File: config.mk
export PLATFORM = sky130hd
export DESIGN_NAME = io_uart_port
export DESIGN_NICKNAME = d
export VERILOG_FILES = /design/src/rtl/io_uart_pkg.sv /design/src/rtl/byte_fifo.sv /design/src/rtl/io_uart_port.sv
export SDC_FILE = /design/constraint.sdc
export NUM_CORES = 1
export LEC_CHECK = 0
export ABC_AREA = 0
export CORE_MARGIN = 10
export CORE_UTILIZATION = 40
export DETAILED_ROUTE_END_ITERATION = 12
export HOLD_SLACK_MARGIN = 0.12
export SETUP_SLACK_MARGIN = 0.5
export SLEW_MARGIN = 20
export SYNTH_ARGS = -nofsm -noshare
export SYNTH_HDL_FRONTEND = slang
export SYNTH_SLANG_ARGS = --single-unit
export TNS_END_PERCENT = 1
File: constraint.sdc
create_clock -name clk -period 2.55 [get_ports clk]
set_clock_uncertainty 0.15 [all_clocks]
set_input_delay 0.255 -clock clk [delete_from_list [all_inputs] [get_ports clk]]
set_output_delay 0.255 -clock clk [all_outputs]
set_load 0.01 [all_outputs]
File: src/rtl/io_uart_pkg.sv
// Shared types for the UART IO port: FSM state encodings and framing constants.
package io_uart_pkg;

  localparam int DATA_BITS = 8;

  typedef enum logic [1:0] {
    RX_IDLE,
    RX_START,
    RX_DATA,
    RX_STOP
  } rx_state_t;

  typedef enum logic [1:0] {
    TX_IDLE,
    TX_START,
    TX_DATA,
    TX_STOP
  } tx_state_t;

endpackage

File: src/rtl/byte_fifo.sv
// Small synchronous FIFO with a combinational head output (zero when empty).
// A push into a full FIFO only succeeds when a pop happens in the same cycle.
module byte_fifo
  import io_uart_pkg::*;
#(
  parameter int FIFO_AW = 4,
  parameter int WIDTH   = DATA_BITS
) (
  input  logic             clk,
  input  logic             rstn,
  input  logic             push,
  input  logic [WIDTH-1:0] din,
  input  logic             pop,
  output logic [WIDTH-1:0] dout,
  output logic             empty,
  output logic             full
);

  localparam int DEPTH = 1 << FIFO_AW;

  logic [WIDTH-1:0]   mem [DEPTH];
  logic [FIFO_AW-1:0] wr_ptr;
  logic [FIFO_AW-1:0] rd_ptr;
  logic [FIFO_AW:0]   count;
  logic               do_push;
  logic               do_pop;

  assign empty   = (count == '0);
  assign full    = (count == (FIFO_AW+1)'(DEPTH));
  assign do_pop  = pop && !empty;
  assign do_push = push && (!full || do_pop);
  assign dout    = empty ? '0 : mem[rd_ptr];

  // Storage array: written on accepted pushes, no reset needed.
  always_ff @(posedge clk) begin
    if (do_push) mem[wr_ptr] <= din;
  end

  // Pointer and occupancy bookkeeping.
  always_ff @(posedge clk or negedge rstn) begin
    if (!rstn) begin
      wr_ptr <= '0;
      rd_ptr <= '0;
      count  <= '0;
    end else begin
      if (do_push) wr_ptr <= wr_ptr + FIFO_AW'(1);
      if (do_pop)  rd_ptr <= rd_ptr + FIFO_AW'(1);
      count <= count + (FIFO_AW+1)'(do_push) - (FIFO_AW+1)'(do_pop);
    end
  end

endmodule

File: src/rtl/io_uart_port.sv
// Core-side byte IO responder bridging to an 8N1 UART (LSB first).
//
// RX FSM
//   state    | meaning
//   RX_IDLE  | waiting for a synced 1->0 edge on rxd
//   RX_START | half-bit wait, then confirm start bit (else glitch)
//   RX_DATA  | sampling 8 data bits at bit centres
//   RX_STOP  | sampling stop bit; push byte or flag framing error
// TX FSM
//   state    | meaning
//   TX_IDLE  | txd high; pops the next byte as soon as one is queued
//   TX_START | driving start bit (0) for one bit time
//   TX_DATA  | shifting out 8 data bits, one bit time each
//   TX_STOP  | driving stop bit (1) for one bit time
module io_uart_port
  import io_uart_pkg::*;
#(
  parameter int CLK_PER_BIT = 868,
  parameter int FIFO_AW     = 4
) (
  input  logic       clk,
  input  logic       rstn,
  input  logic       io_in_rdy,
  output logic       io_in_vld,
  output logic [7:0] io_in_data,
  input  logic       io_out_vld,
  input  logic [7:0] io_out_data,
  output logic       io_out_rdy,
  input  logic       uart_rxd,
  output logic       uart_txd,
  input  logic       err_clr,
  output logic       rx_overrun,
  output logic       rx_frame_err
);

  localparam int CW = $clog2(CLK_PER_BIT) + 1;
  localparam logic [CW-1:0] BIT_TICKS  = CW'(CLK_PER_BIT);
  localparam logic [CW-1:0] HALF_TICKS = CW'(CLK_PER_BIT / 2);
  localparam logic [2:0]    LAST_BIT   = 3'(DATA_BITS - 1);

  // FIFO interfaces
  logic                 rx_push, rx_pop, rx_empty, rx_full;
  logic [DATA_BITS-1:0] rx_dout;
  logic                 tx_push, tx_pop, tx_empty, tx_full;
  logic [DATA_BITS-1:0] tx_dout;
  logic                 out_en;

  // RX datapath
  logic                 rx_meta, rx_s, rx_prev;
  rx_state_t            rx_state;
  logic [CW-1:0]        rx_cnt;
  logic [2:0]           rx_bit;
  logic [DATA_BITS-1:0] rx_shift;
  logic                 rx_tick, rx_stop_ok, rx_ovr_set, rx_fe_set;

  // TX datapath
  tx_state_t            tx_state;
  logic [CW-1:0]        tx_cnt;
  logic [2:0]           tx_bit;
  logic [DATA_BITS-1:0] tx_shift;
  logic                 tx_tick, txd;

  assign io_in_vld  = !rx_empty;
  assign io_in_data = rx_dout;
  assign rx_pop     = io_in_rdy && !rx_empty;
  assign io_out_rdy = out_en && !tx_full;
  assign tx_push    = io_out_vld && io_out_rdy;
  assign uart_txd   = txd;

  assign rx_tick    = (rx_cnt <= CW'(1));
  assign rx_stop_ok = (rx_state == RX_STOP) && rx_tick && rx_s;
  assign rx_push    = rx_stop_ok;
  assign rx_ovr_set = rx_stop_ok && rx_full && !rx_pop;
  assign rx_fe_set  = (rx_state == RX_STOP) && rx_tick && !rx_s;

  assign tx_tick    = (tx_cnt <= CW'(1));
  assign tx_pop     = (tx_state == TX_IDLE) && !tx_empty;

  byte_fifo #(.FIFO_AW(FIFO_AW), .WIDTH(DATA_BITS)) u_rx_fifo (
    .clk(clk), .rstn(rstn), .push(rx_push), .din(rx_shift),
    .pop(rx_pop), .dout(rx_dout), .empty(rx_empty), .full(rx_full)
  );

  byte_fifo #(.FIFO_AW(FIFO_AW), .WIDTH(DATA_BITS)) u_tx_fifo (
    .clk(clk), .rstn(rstn), .push(tx_push), .din(io_out_data),
    .pop(tx_pop), .dout(tx_dout), .empty(tx_empty), .full(tx_full)
  );

  // Hold off io_out_rdy until the first edge after reset release.
  always_ff @(posedge clk or negedge rstn) begin
    if (!rstn) out_en <= 1'b0;
    else       out_en <= 1'b1;
  end

  // Two-flop synchronizer plus edge-detect history for rxd (idle-high).
  always_ff @(posedge clk or negedge rstn) begin
    if (!rstn) begin
      rx_meta <= 1'b1;
      rx_s    <= 1'b1;
      rx_prev <= 1'b1;
    end else begin
      rx_meta <= uart_rxd;
      rx_s    <= rx_meta;
      rx_prev <= rx_s;
    end
  end

  // Receiver: start detect, centre sampling, stop check.
  always_ff @(posedge clk or negedge rstn) begin
    if (!rstn) begin
      rx_state <= RX_IDLE;
      rx_cnt   <= '0;
      rx_bit   <= '0;
      rx_shift <= '0;
    end else begin
      case (rx_state)
        RX_IDLE: begin
          if (rx_prev && !rx_s) begin
            rx_cnt   <= HALF_TICKS;
            rx_state <= RX_START;
          end
        end
        RX_START: begin
          if (rx_tick) begin
            if (!rx_s) begin
              rx_bit   <= '0;
              rx_cnt   <= BIT_TICKS;
              rx_state <= RX_DATA;
            end else begin
              rx_state <= RX_IDLE;
            end
          end else begin
            rx_cnt <= rx_cnt - CW'(1);
          end
        end
        RX_DATA: begin
          if (rx_tick) begin
            rx_shift <= {rx_s, rx_shift[DATA_BITS-1:1]};
            rx_cnt   <= BIT_TICKS;
            if (rx_bit == LAST_BIT) rx_state <= RX_STOP;
            else                    rx_bit   <= rx_bit + 3'd1;
          end else begin
            rx_cnt <= rx_cnt - CW'(1);
          end
        end
        RX_STOP: begin
          if (rx_tick) begin
            rx_cnt   <= '0;
            rx_state <= RX_IDLE;
          end else begin
            rx_cnt <= rx_cnt - CW'(1);
          end
        end
      endcase
    end
  end

  // Sticky error flags; a set in the same cycle as a clear wins.
  always_ff @(posedge clk or negedge rstn) begin
    if (!rstn) begin
      rx_overrun   <= 1'b0;
      rx_frame_err <= 1'b0;
    end else begin
      rx_overrun   <= rx_ovr_set | (rx_overrun & ~err_clr);
      rx_frame_err <= rx_fe_set | (rx_frame_err & ~err_clr);
    end
  end

  // Transmitter: registered txd, one bit time per START/DATA/STOP bit.
  always_ff @(posedge clk or negedge rstn) begin
    if (!rstn) begin
      tx_state <= TX_IDLE;
      tx_cnt   <= '0;
      tx_bit   <= '0;
      tx_shift <= '0;
      txd      <= 1'b1;
    end else begin
      case (tx_state)
        TX_IDLE: begin
          if (!tx_empty) begin
            tx_shift <= tx_dout;
            txd      <= 1'b0;
            tx_cnt   <= BIT_TICKS;
            tx_state <= TX_START;
          end
        end
        TX_START: begin
          if (tx_tick) begin
            txd      <= tx_shift[0];
            tx_shift <= {1'b0, tx_shift[DATA_BITS-1:1]};
            tx_bit   <= '0;
            tx_cnt   <= BIT_TICKS;
            tx_state <= TX_DATA;
          end else begin
            tx_cnt <= tx_cnt - CW'(1);
          end
        end
        TX_DATA: begin
          if (tx_tick) begin
            tx_cnt <= BIT_TICKS;
            if (tx_bit == LAST_BIT) begin
              txd      <= 1'b1;
              tx_state <= TX_STOP;
            end else begin
              tx_bit   <= tx_bit + 3'd1;
              txd      <= tx_shift[0];
              tx_shift <= {1'b0, tx_shift[DATA_BITS-1:1]};
            end
          end else begin
            tx_cnt <= tx_cnt - CW'(1);
          end
        end
        TX_STOP: begin
          if (tx_tick) tx_state <= TX_IDLE;
          else         tx_cnt   <= tx_cnt - CW'(1);
        end
      endcase
    end
  end

endmodule

Word-level counts from Yosys, hierarchy flattened
Memories as Yosys holds them, arrays and structs flattened.
Index checks and enable logic that the tools add are counted.

word-level totals
  output and inout bits = 13
  bits of input ports = 14
  bits in registers = 81
  memories kept = 2
  memory bits (writable) = 256
  logic and storage cells = 153

cells by class
  bitwise logic cells = 5
  add/sub/neg operators = 12
  equality and inequality tests = 25
  muxes and demuxes = 47
  $lt $le $gt $ge = 2
  reductions and logical operators = 39

memory list
  memory         words  bits a word  read ports  clocked after Yosys merged registers in  write ports  line             RTL
  u_rx_fifo.mem  16     8            1           0                                        1            byte_fifo.sv:21  logic [WIDTH-1:0] mem [DEPTH];
  u_tx_fifo.mem  16     8            1           0                                        1            byte_fifo.sv:21

operator list
  cell                     number
  $mux W11                 8
  $pmux W11 S4             1
  $mux W8                  5
  $pmux W11 S3             1
  $ne A2 B2 Y1 const B     14
  $pmux W8 S3              1
  $le A11 B1 Y1 const B    2
  $mux W2                  11
  $sub A11 B1 Y11 const B  2
  $mux W3                  7
  $reduce_and A5 Y1        4
  $add A4 B1 Y4 const B    4
  $pmux W2 S4              2
  $logic_and A1 B1 Y1      14
  $pmux W3 S2              2
  $add A5 B1 Y5            2
  $eq A5 B5 Y1 const B     2
  $logic_not A5 Y1         2
  $sub A5 B1 Y5            2
  $eq A2 B2 Y1 const B     4
  $mux W1                  8
  $reduce_and A4 Y1        2
  $add A3 B1 Y3 const B    2
  $eq A3 B3 Y1 const B     2
  other kinds (13)         26

Depth between registers and ports, before layout
Gate-level depths: netlist of run 1.

  depth in word-level cells = 8
  depth in mapped cells = 13
  mapped depth without buffers = 12

Cells and area by module
A second synthesis of run 1 with hierarchy kept.

unflattened totals
  cells, all modules = 878
  area, all modules = 14,797.9 µm²

modules (own cells, without submodules)
  module        instances  cells each  area an instance (µm²)  sequential area each (µm²)
  byte_fifo     2          289         5,821.8                 4,169.0
  io_uart_port  1          300         3,154.3                 1,381.3

Least setup slack after synthesis of run 1
No wires, ideal clock.

  path type = reg-to-reg
  start = reg rx_cnt[0]
  end = reg u_rx_fifo.count[4]
  data required time = 2,277 ps
  period minus slack after synthesis = 2,687 ps
  arrival time = 2,414 ps
  setup slack = -137 ps
  stages on the path, launching flop included = 13
  path buffers = 2
  library setup time = 123 ps
  path through = dfrtp_1 > ha_1 > o21bai_1 > and4_1 > buf_2 > and4_1 > buf_2 > ha_1 > fa_1 > a21oi_1 > nor2_1 > nor2_1 > xnor2_1

between the ends
  longest elaborated chain between the ends = 6

ends and longest elaborated chain
  what                               line                 RTL
  from (decl)                        io_uart_port.sv:51   logic [CW-1:0] rx_cnt;
  from (signal assigned)             io_uart_port.sv:133  rx_cnt <= rx_cnt - CW'(1);
  from (signal assigned)             io_uart_port.sv:143  rx_cnt <= rx_cnt - CW'(1);
  from (signal assigned)             io_uart_port.sv:151  rx_cnt <= rx_cnt - CW'(1);
  $le A11 B1 Y1                      io_uart_port.sv:70   assign rx_tick = (rx_cnt <= CW'(1));
  $logic_and A1 B1 Y1 (2 in series)  io_uart_port.sv:71   assign rx_stop_ok = (rx_state == RX_STOP) && rx_tick && rx_s;
  $logic_and A1 B1 Y1                byte_fifo.sv:31      assign do_push = push && (!full || do_pop);
  $add A5 B1 Y5                      byte_fifo.sv:48      count <= count + (FIFO_AW+1)'(do_push) - (FIFO_AW+1)'(do_pop);
  $sub A5 B1 Y5                      byte_fifo.sv:48
  to (signal assigned)               byte_fifo.sv:48
  to (decl)                          byte_fifo.sv:24      logic [FIFO_AW:0] count;

Every way passes these cells.
A chain may end at the register's enable or synchronous reset.

Final worst setup path of run 1
  start = reg u_rx_fifo.rd_ptr[0]
  end = out io_in_data[0]

between the ends
  longest elaborated chain between the ends = 2

ends and longest elaborated chain
  what                    line                RTL
  from (decl)             byte_fifo.sv:23     logic [FIFO_AW-1:0] rd_ptr;
  from (signal assigned)  byte_fifo.sv:47     if (do_pop) rd_ptr <= rd_ptr + FIFO_AW'(1);
  $mem_v2 Z16 W8          n/a
  $mux W8                 byte_fifo.sv:32     assign dout = empty ? '0 : mem[rd_ptr];
  to (decl)               io_uart_port.sv:25  output logic [7:0] io_in_data,

Every way passes these cells.

==> metrics.txt, run 1 <==
Core ar.=35500 um^2; first-pass GRT wire length=45500 um; Hold Worst Slack=131 ps; Slew @ Worst Pin=779 ps; Num CTS Buffers=37; initial antenna violation count=0; final hold violation count=0; Max FO, Critical Path=6; Die Height=209 um; Mean Syn Cell Area=16.5 um^2; Critical Path AT=2540 ps; Max VDD drop=1000 uV; Period minus WS final=2950 ps; failing checks=setup timing; final worst slack=-399 ps; top-level port count=27; commonest non-fill, non-tap cells in the layout=256 x edfxtp_1, 73 x mux4_2, 68 x dfrtp_1; unrepaired setup endpoints after global routing=true; Routed Wire Length=28100 um; Yosys cell types=71; DIE WIDTH=209 um; Finished Core Util=49.8%; antenna-violating nets left=0; Async S/R FF share, synth=24.0%; Hold/Removal Path Class=input pin to async pin; PortBufs=26; DR pass1 iterations=6; Seq/Total Area, Yosys=67.8%; vias in the first global route=7989; gpl congestion=0.790; synth top area cells=edfxtp_1 54%, dfrtp_1 13%, mux4_2 11%; Initial Util=40.4%; clock slew at reported path FFs=60 ps; Gate Count Post-Synth=870; Sink Count=337; critical path data required time=2140 ps; period utilisation layout=116%; reg2reg setup slack=110 ps; power density over the cells=872 nW/um^2; H-tree levels=2; per-cell routed wire length=19.2 um; Vias/cell=5.27; GRT Overall Usage=12.8%; commonest non-fill, non-tap cell in the layout=edfxtp_1; number of inserted diodes=0; Mapped Area=14300 um^2; die area=43800 um^2; Worst Setup End Kind=output pin; total power draw=0.0154 W; R2R depth=12; DP Wirelength=18300 um; #FFs+latches synth=337; Synth top area share=53.6%; Primary FF master, synth=edfxtp_1; largest area contributor in the netlist=edfxtp_1; Root Buffer=clkbuf_16; Remaining DRCs=0; # nets final=1030; Design Area, Final=17700 um^2; P&R area growth vs syn=23.2%; Starting DRT DRC Count=394; # rows=69; pin count of the biggest net entering global routing=43; status=finished, violations left; static leakage=6.22 nW; worst r2r src=u_rx_fifo.count[3]$_DFF_PN0_; TritonCTS clock tree=yes; WS Path Type=flop to output pin; Final Slew Violations=0; Area after DPL=15700 um^2; worst skew pair latency=520 ps; Worst Setup Start Kind=flop; max-cap violations=0; clk buf depth=3; Slew headroom=47.9%; YS warnings=0; Setup Viol. Count Final=8; Worst R2R End=u_rx_fifo.count[4]$_DFF_PN0_; grt total ovfl=0; Post-synth EDFFs=256; routed via count=7718; share of cells above drive strength 1=35.6%; synthesized net count=925; fmax=339 MHz
==> power breakdown <==
group          total (W)  internal [W]  switching [W]
Combinational    0.00362       0.00188        0.00175
Clock            0.00515       0.00304        0.00211
Sequential       0.00663       0.00627       0.000366
Total             0.0154        0.0112        0.00422
==> synthesized netlist by cell type, types with 10 or more instances <==
cell type / instances
edfxtp_1: 256
dfrtp_1: 77
mux4_2: 73
nor2_1: 47
inv_1: 42
ha_1: 39
a21oi_1: 35
nand2_1: 30
o21ai_0: 26
and2_1: 24
clkbuf_1: 20
nor3_1: 17
xnor2_1: 15
a22oi_1: 14
buf_2: 12
mux2_2: 10
==> worst max path at each step <==
stage | start | end | slack, ps | depth (start not counted)
3_5_place_dp | u_rx_fifo.rd_ptr[0]$_DFFE_PN0P_ | io_in_data[6] | -130 | 5
4_1_cts | u_rx_fifo.rd_ptr[0]$_DFFE_PN0P_ | io_in_data[0] | -440 | 7
5_1_grt | u_rx_fifo.rd_ptr[0]$_DFFE_PN0P_ | io_in_data[5] | -480 | 7
6_report | u_rx_fifo.rd_ptr[0]$_DFFE_PN0P_ | io_in_data[0] | -400 | 7
3_3_place_gp | u_rx_fifo.rd_ptr[0]$_DFFE_PN0P_ | io_in_data[6] | -120 | 5
2_1_floorplan | rx_cnt[1]$_DFFE_PN0P_ | u_rx_fifo.count[4]$_DFF_PN0_ | 8 | 13
==> sequential cells by signal, indices dropped and copies added (netlist names), 2 cells and up, named ones only <==
register / cells
u_tx_fifo.rd_ptr: 4
u_rx_fifo.count: 5
rx_bit: 3
u_tx_fifo.count: 5
u_rx_fifo.wr_ptr: 4
rx_shift: 8
tx_bit: 3
rx_cnt: 11
tx_cnt: 11
u_tx_fifo.wr_ptr: 4
tx_state: 2
u_rx_fifo.rd_ptr: 4
u_rx_fifo.mem: 128
u_tx_fifo.mem: 128
tx_shift: 8
==> cell type report <==
class                   instances  area, um^2
well taps                     461         577
fillers                      2904       17800
inverters                      42         160
flip-flops and latches        337        9730
clock inverters                21         213
repair buffers                105        1170
clock buffers                  47         973
multi-input cells             452        4840
==> routing by layer <==
layer | track usage [%] | vias up | wire length [um] | share of wire [%]
met4 | 3.47 | 0 | 404 | 1.4
met2 | 21.3 | 133 | 14000 | 50
li1 | - | 3608 | - | -
met3 | 2.18 | 33 | 1130 | 4.0
met5 | 0 | - | 0 | 0
met1 | 17.1 | 3944 | 12500 | 45
==> timing repair <==
item	CTS	global route
hold buffers	2	0
gates resized for setup	102	106
gates cloned	3	0
pin swaps	41	43
endpoints found under the hold margin	80	0
endpoints found under the setup margin	307	317
setup buffers	4	0
==> worst max-delay path: stages, from the launching register on <==
cell and delay [ps]:
dfrtp_2 420, buf_6 130, buf_12 110, buf_16 120, mux4_2 500, mux4_2 460
and2_1 140, buf_2 130
==> metrics by stage <==
step	cells	setup slack, ps	TNS, ps
final	1465	-399	-2700
after detailed placement	1388	-132	-901
after global placement	1388	-120	-777
after global routing	1465	-484	-3450
after CTS	1465	-445	-2960
after floorplan	870	7.53	0
==> cell families (layout without fill, tap and decap cells) <==
group | count (synthesis) | in the layout | synth area share (%)
flops | 337 | 337 | 67.8
simple gates | 173 | 173 | 6.45
compound gates | 130 | 130 | 6.08
mux | 84 | 84 | 12.3
buf+inv | 81 | 215 | 2.28
fa+ha+maj | 41 | 41 | 3.68
xor+xnor | 23 | 23 | 1.40
other cells | 1 | 1 | 0.0261
No activity file was read; power rests on OpenSTA's default activity.
==> run 2, diff against run 1 <==
Settings changed: CELL_PAD_IN_SITES_DETAIL_PLACEMENT from default to 0, CELL_PAD_IN_SITES_GLOBAL_PLACEMENT from default to 1, PLACE_DENSITY_LB_ADDON from default to 0.1, RECOVER_POWER from default to 50.
==> metrics.txt, run 2 (synthesis gave the netlist of run 1 again) <==
Max FO, Critical Path=4; Setup Viol. Count Final=9; clock slew at reported path FFs=60 ps; sw power=0.00437 W; Max VDD drop=702 uV; pin count of the biggest net entering global routing=42; commonest non-fill, non-tap cell in the layout=edfxtp_1; Final Slew Violations=0; Slew headroom=14.9%; Sink Count=337; Worst Setup End Kind=output pin; DIE WIDTH=209 um; vias in the first global route=8441; Remaining DRCs=0; Routed Wire Length=30400 um; share of cells above drive strength 1=37.1%; Sw Share=27.0%; H-tree levels=2; routed via count=7830; Vias/cell=5.35; # nets final=1031; # placed instances=1384; Slew @ Worst Pin=1280 ps; commonest non-fill, non-tap cells in the layout=256 x edfxtp_1, 73 x mux4_2, 70 x dfrtp_1; number of inserted diodes=0; PortBufs=26; Die Height=209 um; per-cell routed wire length=20.8 um; status=finished, violations left; fin cells=1464; grt total ovfl=0; combinational fraction of design power=24.4%; Hold/Removal Path Class=flop to flop; Starting DRT DRC Count=389; Period minus WS final=2960 ps; Fill cells=2885; worst skew pair latency=520 ps; initial antenna violation count=0; GRT Overall Usage=13.8%; Core ar.=35500 um^2; Largest regs=u_rx_fifo.mem: 128 flops, u_tx_fifo.mem: 128 flops; Critical Path AT=2560 ps; Initial Util=40.4%; gpl congestion=0.863; first-pass GRT wire length=48500 um; P&R area growth vs syn=24.6%; fmax=338 MHz; Multi-input gate area=4930 um^2; clk buf depth=3; DR pass1 iterations=4; final worst slack=-412 ps; Int Pwr=0.0118 W; max-cap violations=0; critical path data required time=2140 ps; static leakage=6.26 nW; top-level port count=27; clock share of power=34.5%; WS Path Type=flop to output pin; period utilisation layout=116%; TritonCTS clock tree=yes; sequential power share=41.1%; area occupied by registers=9730 um^2; antenna-violating nets left=0; Root Buffer=clkbuf_16; Hold Worst Slack=210 ps; # rows=69; power density over the cells=905 nW/um^2; die area=43800 um^2; DP Wirelength=20200 um; Num CTS Buffers=38; failing checks=setup timing; final hold violation count=0; Worst Setup Start Kind=flop; unrepaired setup endpoints after global routing=true
run 2: cell types whose count changed in the layout (fill, tap and decap cells not counted), sizes merged:
cell | previous run | this run
bufinv | 3 | 7
dlymetal6s2s | 3 | 1
clkbuf | 47 | 45
inv | 43 | 44
clkdlybuf4s15 | 0 | 1
buf | 86 | 83
dlygate4sd3 | 2 | 11
dlygate4sd2 | 0 | 1
clkinvlp | 2 | 4
clkinv | 15 | 12
clkdlybuf4s50 | 14 | 5
run 2: critical path: stages (launching register included):
cell,delay [ps]
dfrtp_2,410
buf_6,130
buf_12,100
buf_16,110
mux4_2,500
mux4_2,500
and2_4,170
buf_6,110
run 2: final timing paths:
path	startpoint	end	cells past startpoint	slack (ps)
setup reg to reg	u_tx_fifo.count[2]$_DFF_PN0_	u_tx_fifo.count[4]$_DFF_PN0_	12	-50
hold reg to reg	rx_meta$_DFF_PN1_	rx_s$_DFF_PN1_	0	210
max in group asynchronous	rstn	tx_state[1]$_DFFE_PN0P_	3	460
min in group asynchronous	rstn	u_tx_fifo.count[4]$_DFF_PN0_	2	410
hold / removal	rx_meta$_DFF_PN1_	rx_s$_DFF_PN1_	0	210
setup / recovery	u_rx_fifo.rd_ptr[0]$_DFFE_PN0P_	io_in_data[4]	7	-410
run 2: repair_timing:
action                                  4_1_cts  5_1_grt
endpoints found under the hold margin        41        0
hold buffers                                  2        0
endpoints found under the setup margin      312      316
cloned                                        3        0
pin swaps                                    53       57
buffers inserted                              6        2
resized for setup                           164       75
run 2: area by class of cell:
class / count / share of cell area [%]
Inverter: 42 / 0.931
Tap cell: 461 / 3.23
Clock inverter: 25 / 1.83
Timing Repair Buffer: 105 / 6.59
Clock buffer: 42 / 5.40
Multi-Input combinational cell: 452 / 27.6
Sequential cell: 337 / 54.4
run 2: through the flow:
stage | utilization (%) | TNS, ps | area (um^2) | setup WS (ps) | power (W)
floorplan | - | 0 | 14400 | 7.53 | 0.00887
global placement | 44.2 | -969 | 15700 | -131 | 0.00982
detailed placement | 44.2 | -1320 | 15700 | -256 | 0.00998
CTS | 49.5 | -3350 | 17600 | -439 | 0.0161
global route | 50.4 | -3900 | 17900 | -499 | 0.0170
finish | 50.4 | -3100 | 17900 | -412 | 0.0162
run 2: power by group through the flow:
stage          clock (W)  combinational, W  sequential (W)
2_1_floorplan          0           0.00230         0.00657
3_3_place_gp           0           0.00312         0.00669
3_5_place_dp           0           0.00327         0.00671
4_1_cts          0.00572           0.00375         0.00662
5_1_grt          0.00596           0.00433         0.00669
6_report         0.00558           0.00395         0.00664
run 2: layer usage:
metal,routed length [um],vias to the layer above,GRT usage [%],share of wire [%]
li1,-,3602,-,-
met1,13000,4043,17.3,43
met2,15600,139,24.2,51
met3,1040,46,2.26,3.4
met4,697,0,4.04,2.3
met5,0,-,0,0
